$ cat config.mk
export PLATFORM = sky130hd
export DESIGN_NAME = bcd_counter_ctrl
export DESIGN_NICKNAME = d
export VERILOG_FILES = /design/src/rtl/bcd_ctrl_pkg.sv /design/src/rtl/bcd_digit.sv /design/src/rtl/bcd_counter_ctrl.sv
export SDC_FILE = /design/constraint.sdc
export NUM_CORES = 1
export LEC_CHECK = 0
export BUFFER_PORTS_ARGS = -buffer_cell sky130_fd_sc_hd__buf_4
export CAP_MARGIN = 10
export CORE_UTILIZATION = 50
export DETAILED_ROUTE_END_ITERATION = 16
export GPL_ROUTABILITY_DRIVEN = 0
export PLACE_DENSITY = 0.74
export RECOVER_POWER = 100
export REMOVE_ABC_BUFFERS = 1
export SLEW_MARGIN = 20
export SYNTH_ARGS = -nofsm -noshare
export SYNTH_HDL_FRONTEND = slang
export SYNTH_HIERARCHICAL = 1
export SYNTH_SLANG_ARGS = --single-unit
$ cat constraint.sdc
create_clock -name clk -period 3.1 [get_ports clk]
set_input_delay 0.775 -clock clk [delete_from_list [all_inputs] [get_ports clk]]
set_output_delay 0.775 -clock clk [all_outputs]
set_load 0.05 [all_outputs]
$ cat src/rtl/bcd_ctrl_pkg.sv
// Shared types and helpers for the multi-digit BCD counter controller.
// Saturation instead of wrap-around is selected by defining BCD_SAT_EN.
package bcd_ctrl_pkg;

    typedef enum logic [1:0] {
        IDLE  = 2'd0,
        RUN   = 2'd1,
        PAUSE = 2'd2,
        DONE  = 2'd3
    } state_t;

    localparam logic [3:0] BCD_MAX = 4'd9;
    localparam logic [3:0] BCD_MIN = 4'd0;

    function automatic logic [3:0] bcd_clamp(input logic [3:0] d);
        logic [3:0] r;
        if (d > BCD_MAX) r = BCD_MAX;
        else             r = d;
        return r;
    endfunction

    // One decade step with 9->0 / 0->9 wrap; inputs are always legal BCD.
    function automatic logic [3:0] bcd_next(input logic [3:0] d, input logic up);
        logic [3:0] r;
        if (up) begin
            if (d >= BCD_MAX) r = BCD_MIN;
            else              r = d + 4'd1;
        end else begin
            if (d == BCD_MIN) r = BCD_MAX;
            else              r = d - 4'd1;
        end
        return r;
    endfunction

endpackage

$ cat src/rtl/bcd_digit.sv
// Single decade counter stage; term flags the digit that passes a carry/borrow on.
module bcd_digit
    import bcd_ctrl_pkg::*;
(
    input  logic       clk,
    input  logic       rst,
    input  logic       en,
    input  logic       x,
    input  logic       ld,
    input  logic [3:0] ld_val,
    output logic [3:0] q,
    output logic       term
);

    // Digit register; a load wins over a step so clear/load suppresses the tick.
    always_ff @(posedge clk or posedge rst) begin
        if (rst)      q <= BCD_MIN;
        else if (ld)  q <= bcd_clamp(ld_val);
        else if (en)  q <= bcd_next(q, x);
        else          q <= q;
    end

    assign term = x ? (q == BCD_MAX) : (q == BCD_MIN);

endmodule

$ cat src/rtl/bcd_counter_ctrl.sv
// Multi-digit BCD up/down counter with run control, prescaler and target match.
// Define BCD_SAT_EN to saturate at all-9s/all-0s instead of wrapping.
module bcd_counter_ctrl
    import bcd_ctrl_pkg::*;
#(
    parameter int DIGITS = 4,
    parameter int DIV    = 1
) (
    input  logic                  clk,
    input  logic                  rst,
    input  logic                  start,
    input  logic                  stop,
    input  logic                  clr,
    input  logic                  x,
    input  logic                  load,
    input  logic [4*DIGITS-1:0]   load_val,
    input  logic [4*DIGITS-1:0]   target,
    output logic [4*DIGITS-1:0]   count,
    output logic                  z,
    output logic                  done,
    output logic                  busy
);

    localparam int            PW       = (DIV > 1) ? $clog2(DIV) : 1;
    localparam logic [PW-1:0] PRE_LAST = PW'(DIV - 1);

    state_t                state_r, state_s;
    logic [PW-1:0]         pre_r, pre_s;
    logic                  z_r, done_r, busy_r;
    logic [DIGITS-1:0]     term_s, en_s;
    logic [4*DIGITS-1:0]   q_s, next_s;
    logic                  tick_s, step_s, all_term_s, sat_s, match_s, ld_s;

    assign tick_s     = (state_r == RUN) && (pre_r == PRE_LAST);
    assign step_s     = tick_s && !clr && !load && !stop;
    assign all_term_s = &term_s;
    assign ld_s       = clr | load;
    assign match_s    = (next_s == target);

`ifdef BCD_SAT_EN
    assign sat_s = all_term_s;
`else
    assign sat_s = 1'b0;
`endif

    // Digit chain: a digit steps only when every lower digit is at its terminal value.
    for (genvar i = 0; i < DIGITS; i++) begin : g_digit
        if (i == 0) begin : g_lsd
            assign en_s[i] = step_s && !sat_s;
        end else begin : g_upper
            assign en_s[i] = step_s && !sat_s && (&term_s[i-1:0]);
        end

        assign next_s[4*i +: 4] = en_s[i] ? bcd_next(q_s[4*i +: 4], x) : q_s[4*i +: 4];

        bcd_digit u_digit (
            .clk    (clk),
            .rst    (rst),
            .en     (en_s[i]),
            .x      (x),
            .ld     (ld_s),
            .ld_val (clr ? BCD_MIN : load_val[4*i +: 4]),
            .q      (q_s[4*i +: 4]),
            .term   (term_s[i])
        );
    end

    // Next state; an ineffective stop lets a simultaneous start through.
    always_comb begin
        state_s = state_r;
        if (clr || load)                          state_s = IDLE;
        else if (stop && (state_r == RUN))        state_s = PAUSE;
        else if (start && (state_r != RUN))       state_s = RUN;
        else if (step_s && (match_s || sat_s))    state_s = DONE;
        else                                      state_s = state_r;
    end

    // Prescaler: restarts on entry from IDLE/DONE, keeps its phase across a pause.
    always_comb begin
        pre_s = pre_r;
        if (clr || load) begin
            pre_s = {PW{1'b0}};
        end else if (state_r == RUN) begin
            if (tick_s) pre_s = {PW{1'b0}};
            else        pre_s = pre_r + PW'(1);
        end else if (start && (state_r != PAUSE)) begin
            pre_s = {PW{1'b0}};
        end else begin
            pre_s = pre_r;
        end
    end

    // Control state and registered status pulses.
    always_ff @(posedge clk or posedge rst) begin
        if (rst) begin
            state_r <= IDLE;
            pre_r   <= {PW{1'b0}};
            z_r     <= 1'b0;
            done_r  <= 1'b0;
            busy_r  <= 1'b0;
        end else begin
            state_r <= state_s;
            pre_r   <= pre_s;
            z_r     <= step_s && all_term_s;
            done_r  <= step_s && match_s;
            busy_r  <= (state_s == RUN);
        end
    end

    assign count = q_s;
    assign z     = z_r;
    assign done  = done_r;
    assign busy  = busy_r;

endmodule

### Word level (Yosys, flattened, before mapping)

Index checks and enable logic that the tools add are counted.

| cells by class | value |
|---|---|
| add/sub/neg operators | 9 |
| multiplexer cells | 40 |
| eq/ne operators | 9 |
| magnitude comparators | 8 |
| reduce and logical (&&, ||, !) cells | 24 |
| bitwise operators | 2 |

Operator list:

| operator | count |
|---|---|
| 2-to-1 mux 4 bit | 28 |
| adder 4 x 1 -> 4 bit (second input constant) | 4 |
| equality test 16 bit | 1 |
| equality test 4 bit (second input constant) | 4 |
| >= comparator 4 bit (second input constant) | 4 |
| > comparator 4 bit (second input constant) | 4 |
| zero test 4 bit | 4 |
| subtractor 4 x 1 -> 4 bit (second input constant) | 4 |
| logical AND 1 bit | 12 |
| 2-to-1 mux 1 bit | 8 |
| 2-to-1 mux 2 bit | 4 |
| equality test 2 x 1 -> 1 bit (second input constant) | 2 |
| AND reduction 4 bit | 1 |
| zero test 1 bit | 3 |
| AND reduction 3 bit | 1 |
| nonzero test 3 bit | 1 |
| != test 2 x 1 -> 1 bit (second input constant) | 1 |
| != test 2 bit (second input constant) | 1 |
| AND reduction 2 bit | 1 |
| adder 1 bit (second input constant) | 1 |
| logical OR 1 bit | 1 |
| NOT 1 bit | 1 |
| bitwise OR 1 bit | 1 |

| storage, ports and cells | value |
|---|---|
| output and inout port bits | 19 |
| word-level logic and storage cells | 101 |
| register bits | 22 |
| input port bits | 39 |

### Depth between registers and ports, before layout

| logic depth | value |
|---|---|
| word-level depth | 14 |
| depth in mapped cells | 14 |
| mapped depth without buffers | 14 |

### Hierarchy

Netlist, hierarchy kept.

Modules (own cells, without submodules):

| module | sequential area each (µm²) | cells an instance | times used | area each (µm²) |
|---|---|---|---|---|
| bcd_digit | 100.1 | 60 | 4 | 480.5 |
| bcd_counter_ctrl | 150.1 | 248 | 1 | 1818.0 |

### Least setup slack after synthesis

OpenSTA, ideal clock, no wires.

| timing path | value |
|---|---|
| path type | reg2reg |
| start point | reg g_digit[0].u_digit.q[0] |
| end point | reg busy_r (netlist: busy) |
| cell stages (with the launch flop) | 15 |
| path buffers | 0 |
| setup slack | -250 ps |
| setup time | 119 ps |
| period minus slack after synthesis | 3350 ps |
| required time | 2981 ps |
| arrival time | 3231 ps |
| path through | dfrtp_1 > inv_1 > ha_1 > and2b_2 > nand2_1 > a21oi_1 > and3b_1 > nand3_1 > clkinv_1 > o31a_1 > or3_1 > a22oi_1 > o211a_1 > a211oi_1 > o21a_1 |

| between the ends | value |
|---|---|
| word-level cells in the longest chain between the ends | 12 |
| elaborated cells between the ends (all ways) | 25 |
| classes of those cells | 2 x add/sub; 1 x order compare; 3 x eq/ne; 12 x mux; 7 x reduce/logical |

Ends and longest elaborated chain:

| what | RTL line | text |
|---|---|---|
| from (decl) | bcd_digit.sv:11 | `output logic [3:0] q,` |
| from (signal assigned) | bcd_digit.sv:18 | `else if (ld) q <= bcd_clamp(ld_val);` |
| from (signal assigned) | bcd_digit.sv:19 | `else if (en) q <= bcd_next(q, x);` |
| from (signal assigned) | bcd_digit.sv:20 | `else q <= q;` |
| equality test 4 bit / zero test 4 bit (equally long branches) | bcd_digit.sv:23 | `assign term = x ? (q == BCD_MAX) : (q == BCD_MIN);` |
| 2-to-1 mux 1 bit (*) | bcd_digit.sv:23 |  |
| net term_s[0] | bcd_counter_ctrl.sv:30 | `logic [DIGITS-1:0] term_s, en_s;` |
| AND reduction 2 bit (*) | bcd_counter_ctrl.sv:51 | `assign en_s[i] = step_s && !sat_s && (&term_s[i-1:0]);` |
| logical AND 1 bit (*) | bcd_counter_ctrl.sv:51 |  |
| net en_s[2] | bcd_counter_ctrl.sv:30 |  |
| 2-to-1 mux 4 bit (*) | - |  |
| equality test 16 bit (*) | bcd_counter_ctrl.sv:38 | `assign match_s = (next_s == target);` |
| logical AND 1 bit (*) | bcd_counter_ctrl.sv:74 | `else if (step_s && (match_s \|\| sat_s)) state_s = DONE;` |
| 2-to-1 mux 2 bit (*) | bcd_counter_ctrl.sv:74 |  |
| 2-to-1 mux 2 bit (*) | bcd_counter_ctrl.sv:73 | `else if (start && (state_r != RUN)) state_s = RUN;` |
| 2-to-1 mux 2 bit (*) | bcd_counter_ctrl.sv:72 | `else if (stop && (state_r == RUN)) state_s = PAUSE;` |
| 2-to-1 mux 2 bit (*) | bcd_counter_ctrl.sv:71 | `if (clr \|\| load) state_s = IDLE;` |
| equality test 2 x 1 -> 1 bit (*) | bcd_counter_ctrl.sv:106 | `busy_r <= (state_s == RUN);` |
| to (signal assigned) | bcd_counter_ctrl.sv:106 |  |
| to (decl) | bcd_counter_ctrl.sv:29 | `logic z_r, done_r, busy_r;` |

The timed path passes the listed nets; every way through them passes the cells marked *.
A chain may end at the register's enable or synchronous reset.

### Final worst setup path

| timing path | value |
|---|---|
| start point | reg g_digit[0].u_digit.q[0] |
| end point | reg state_r[1] |

| between the ends | value |
|---|---|
| word-level cells in the longest chain between the ends | 11 |
| elaborated cells between the ends (all ways) | 24 |
| classes of those cells | 2 x add/sub; 1 x order compare; 2 x eq/ne; 12 x mux; 7 x reduce/logical |

Ends and longest elaborated chain:

| what | RTL line | text |
|---|---|---|
| equality test 4 bit / zero test 4 bit (equally long branches) | bcd_digit.sv:23 |  |
| 2-to-1 mux 1 bit (*) | bcd_digit.sv:23 |  |
| net term_s[0] | bcd_counter_ctrl.sv:30 |  |
| AND reduction 3 bit / AND reduction 2 bit (equally long branches) | bcd_counter_ctrl.sv:51 |  |
| logical AND 1 bit | bcd_counter_ctrl.sv:51 |  |
| 2-to-1 mux 4 bit, on equally long branches | - |  |
| equality test 16 bit (*) | bcd_counter_ctrl.sv:38 |  |
| logical AND 1 bit (*) | bcd_counter_ctrl.sv:74 |  |
| 2-to-1 mux 2 bit (*) | bcd_counter_ctrl.sv:74 |  |
| 2-to-1 mux 2 bit (*) | bcd_counter_ctrl.sv:73 |  |
| 2-to-1 mux 2 bit (*) | bcd_counter_ctrl.sv:72 |  |
| 2-to-1 mux 2 bit (*) | bcd_counter_ctrl.sv:71 |  |
| net state_s[1] | bcd_counter_ctrl.sv:27 | `state_t state_r, state_s;` |
| to (signal assigned) | bcd_counter_ctrl.sv:102 | `state_r <= state_s;` |
| to (decl) | bcd_counter_ctrl.sv:27 |  |

Marked as above.

==> results.tsv <==
metric	value	unit
area growth from synthesis to layout	23.42	%
Yosys reg bits	22	
Clock Tree Buf Depth	2	
initial antenna violation count	0	
EDFF count, synth	0	
Area contributors post-synth	dfrtp_1 (15%), ha_1 (9.4%), o21ai_0 (5.1%)	
Top Metal Used	met4	
via count	4001	
Initial Utilization	51.56	%
Core Box Area	7253	µm²
DRC viols	0	
most common cell after layout, fill and taps aside	buf_4	
Clock transition at path regs	90	ps
PD cells	298.8	nW/µm²
Worst Path Max Fanout	5	
n_diodes	0	
die footprint	7830	µm²
mapped cell area	3740	µm²
CP Class	reg -> reg	
vias per inst	5.972	
register area share after synthesis	14.72	%
Leak	1.919	nW
DP HPWL	7986	µm
CTS Buf Count	3	
# setup viols final	0	
Worst Path Required	3280	ps
ys async rst share	100.0	%
xor-xnor portion of the synthesized cell area	4.684	%
CTS Hold Bufs	0	
status	finished clean	
Syn. warnings	6	
Hold Violations, Final	0	
cells after synthesis	488	
Clock Tree Root	clkbuf_8	
Overflow after GRT	0	
Max Fclk	338.9	MHz
Setup Skew	1.133	ps
CP Data Arrival Time	3130	ps
Port Buffer Count	57	
PnR worst setup slack	149.1	ps
num rows	31	
vias in the first global route	3653	
Max Cap Viol	0	
Die Span X	88.49	µm
share of layout cells above drive strength 1	25.74	%
CTS tree	yes	
first-pass GRT wire length	16680	µm
post-synthesis adder-cell area fraction	9.368	%
Yosys top cell area share	14.72	%
Worst Hold Class	in -> async	
relative slew slack	54.49	%
Startpoint Class	register	
H-Tree Depth	1	
multiplexer share of the synthesized area	1.606	%
total power	1.379	mW
GRT Overall Usage	26.63	%
crit path time final	2951	ps
routed len/inst	15.63	µm
Max Slew Vio Count	0	
largest net degree at the start of global routing	26	
final cycle utilization of the critical path	95.19	%
ANT nets after route	0	
commonest cells after routing, fill and taps aside	buf_4 (95), inv_1 (43), o21ai_0 (37), ha_1 (26), a21oi_1 (23)	
Sequential Area	553.0	µm²
met3 WL	460	µm
VDD IR-drop max	0.1785	mV
CP endpoint kind	register	
worst-margin pin slew	682.6	ps
top_reg_cell synth	dfrtp_1	
Final Routed Wirelength	10470	µm
fill count	687	
M1 WL	4812	µm
Synth Area in Compound Gates	30.21	%
RSZ-0062 raised after global routing	true	
area of the multi-input gates	2874	µm²
largest family of logic cells by synthesized area	compound AO/OA/AOI/OAI gates	
post-synth top area cell	dfrtp_1	
nets	639	
post-synth cell types	71	
simple-gate portion of the synthesized area	28.60	%
TritonRoute pass-1 iters	5	
Die Y-Extent	88.49	µm
initial DRC count	211	
clock latency on the worst-skew pair	270	ps
clk sinks	22	
# IOs	58	
Avg Cell Area, Syn	7.664	µm²
met2 WL	4999	µm
dpl ws	-87.42	ps
-- stage by stage --
stage | util, % | setup TNS, ps | instance area, µm² | std cells | hold WS, ps
final | 63.64 | 0 | 4616 | 670 | 508.1
after CTS | 62.64 | 0 | 4543 | 666 | 429.3
after global placement | 61.65 | 0 | 4472 | 662 | 553.0
after detailed placement | 61.65 | -163.6 | 4472 | 662 | 560.7
after floorplan | - | -723.0 | 3547 | 458 | 522.4
after global routing | 63.64 | -17.56 | 4616 | 670 | 523.1
-- worst max-delay path: stages, from the launching register on --
cell and delay [ps]:
dfrtp_1 360, inv_1 100, ha_4 190, and2b_2 200, nand2_1 80, a21oi_2 70, buf_4 150, nand3b_1 130
buf_4 130, a211oi_1 40, o221ai_1 280, nand4_1 140, a2111oi_1 370, and4b_2 330, a21oi_2 80, o32ai_2 200
-- per-layer routing --
layer / up-vias / global-route usage [%]
met5: - / 0
met4: 0 / 6.598
met3: 19 / 2.425
met2: 136 / 45.17
met1: 1873 / 36.40
li1: 1973 / -
-- synth_stat cells, drive strengths merged (11+ instances only) --
master / instances
inv: 45
o21ai: 38
a21oi: 31
ha: 28
dfrtp: 22
nor2: 22
nand2: 21
nand2b: 21
buf: 18
nor2b: 17
nor3: 17
xnor2: 14
a31oi: 13
nand3: 13
clkbuf: 12
a221oi: 11
-- cells by family (layout without fill, tap and decap cells) --
family / Yosys count / in the layout
buffers and inverters: 81 / 164
DFF: 22 / 22
AOI/OAI and AO/OA: 158 / 158
and+or+nand+nor: 173 / 173
adders and majority gates: 28 / 28
xor gates and xnor gates: 20 / 20
muxes: 6 / 6
-- state kept, by name, indices dropped and copies added (netlist names) --
signal,flops
g_digit.u_digit/q,16
state_r,2
busy,1
done,1
pre_r,1
z,1
-- power by group --
group / leakage [nW] / internal, mW / switching, mW
logic: 1.60 / 0.321 / 0.447
clock network: 0.0357 / 0.173 / 0.105
registers: 0.285 / 0.307 / 0.0266
-- final timing paths --
path	end	cells after the start	startpoint	slack (ps)
worst max-delay path	state_r[1]	15	g_digit[0].u_digit/q[0]	150
worst min-delay path	g_digit[3].u_digit/q[0]	2	rst	510
worst max register to register	state_r[1]	15	g_digit[0].u_digit/q[0]	150
worst min register to register	pre_r	1	pre_r	580
max in group asynchronous	done	2	rst	2360
min in group clk	pre_r	1	pre_r	580
-- area by class of cell --
class | instances | area share, %
multi-input combinational | 385 | 62.27
timing repair buffer | 109 | 16.94
sequential | 22 | 11.98
inverter | 51 | 4.581
tap | 99 | 2.684
clock buffer | 3 | 0.8946
clock inverter | 1 | 0.6506
-- what timing repair did --
action	CTS	global route
hold endpoints to repair	0	0
setup endpoints to repair	0	3
buffers inserted	0	4
gates resized for setup	0	23
Power figures use the tool's default switching activity.
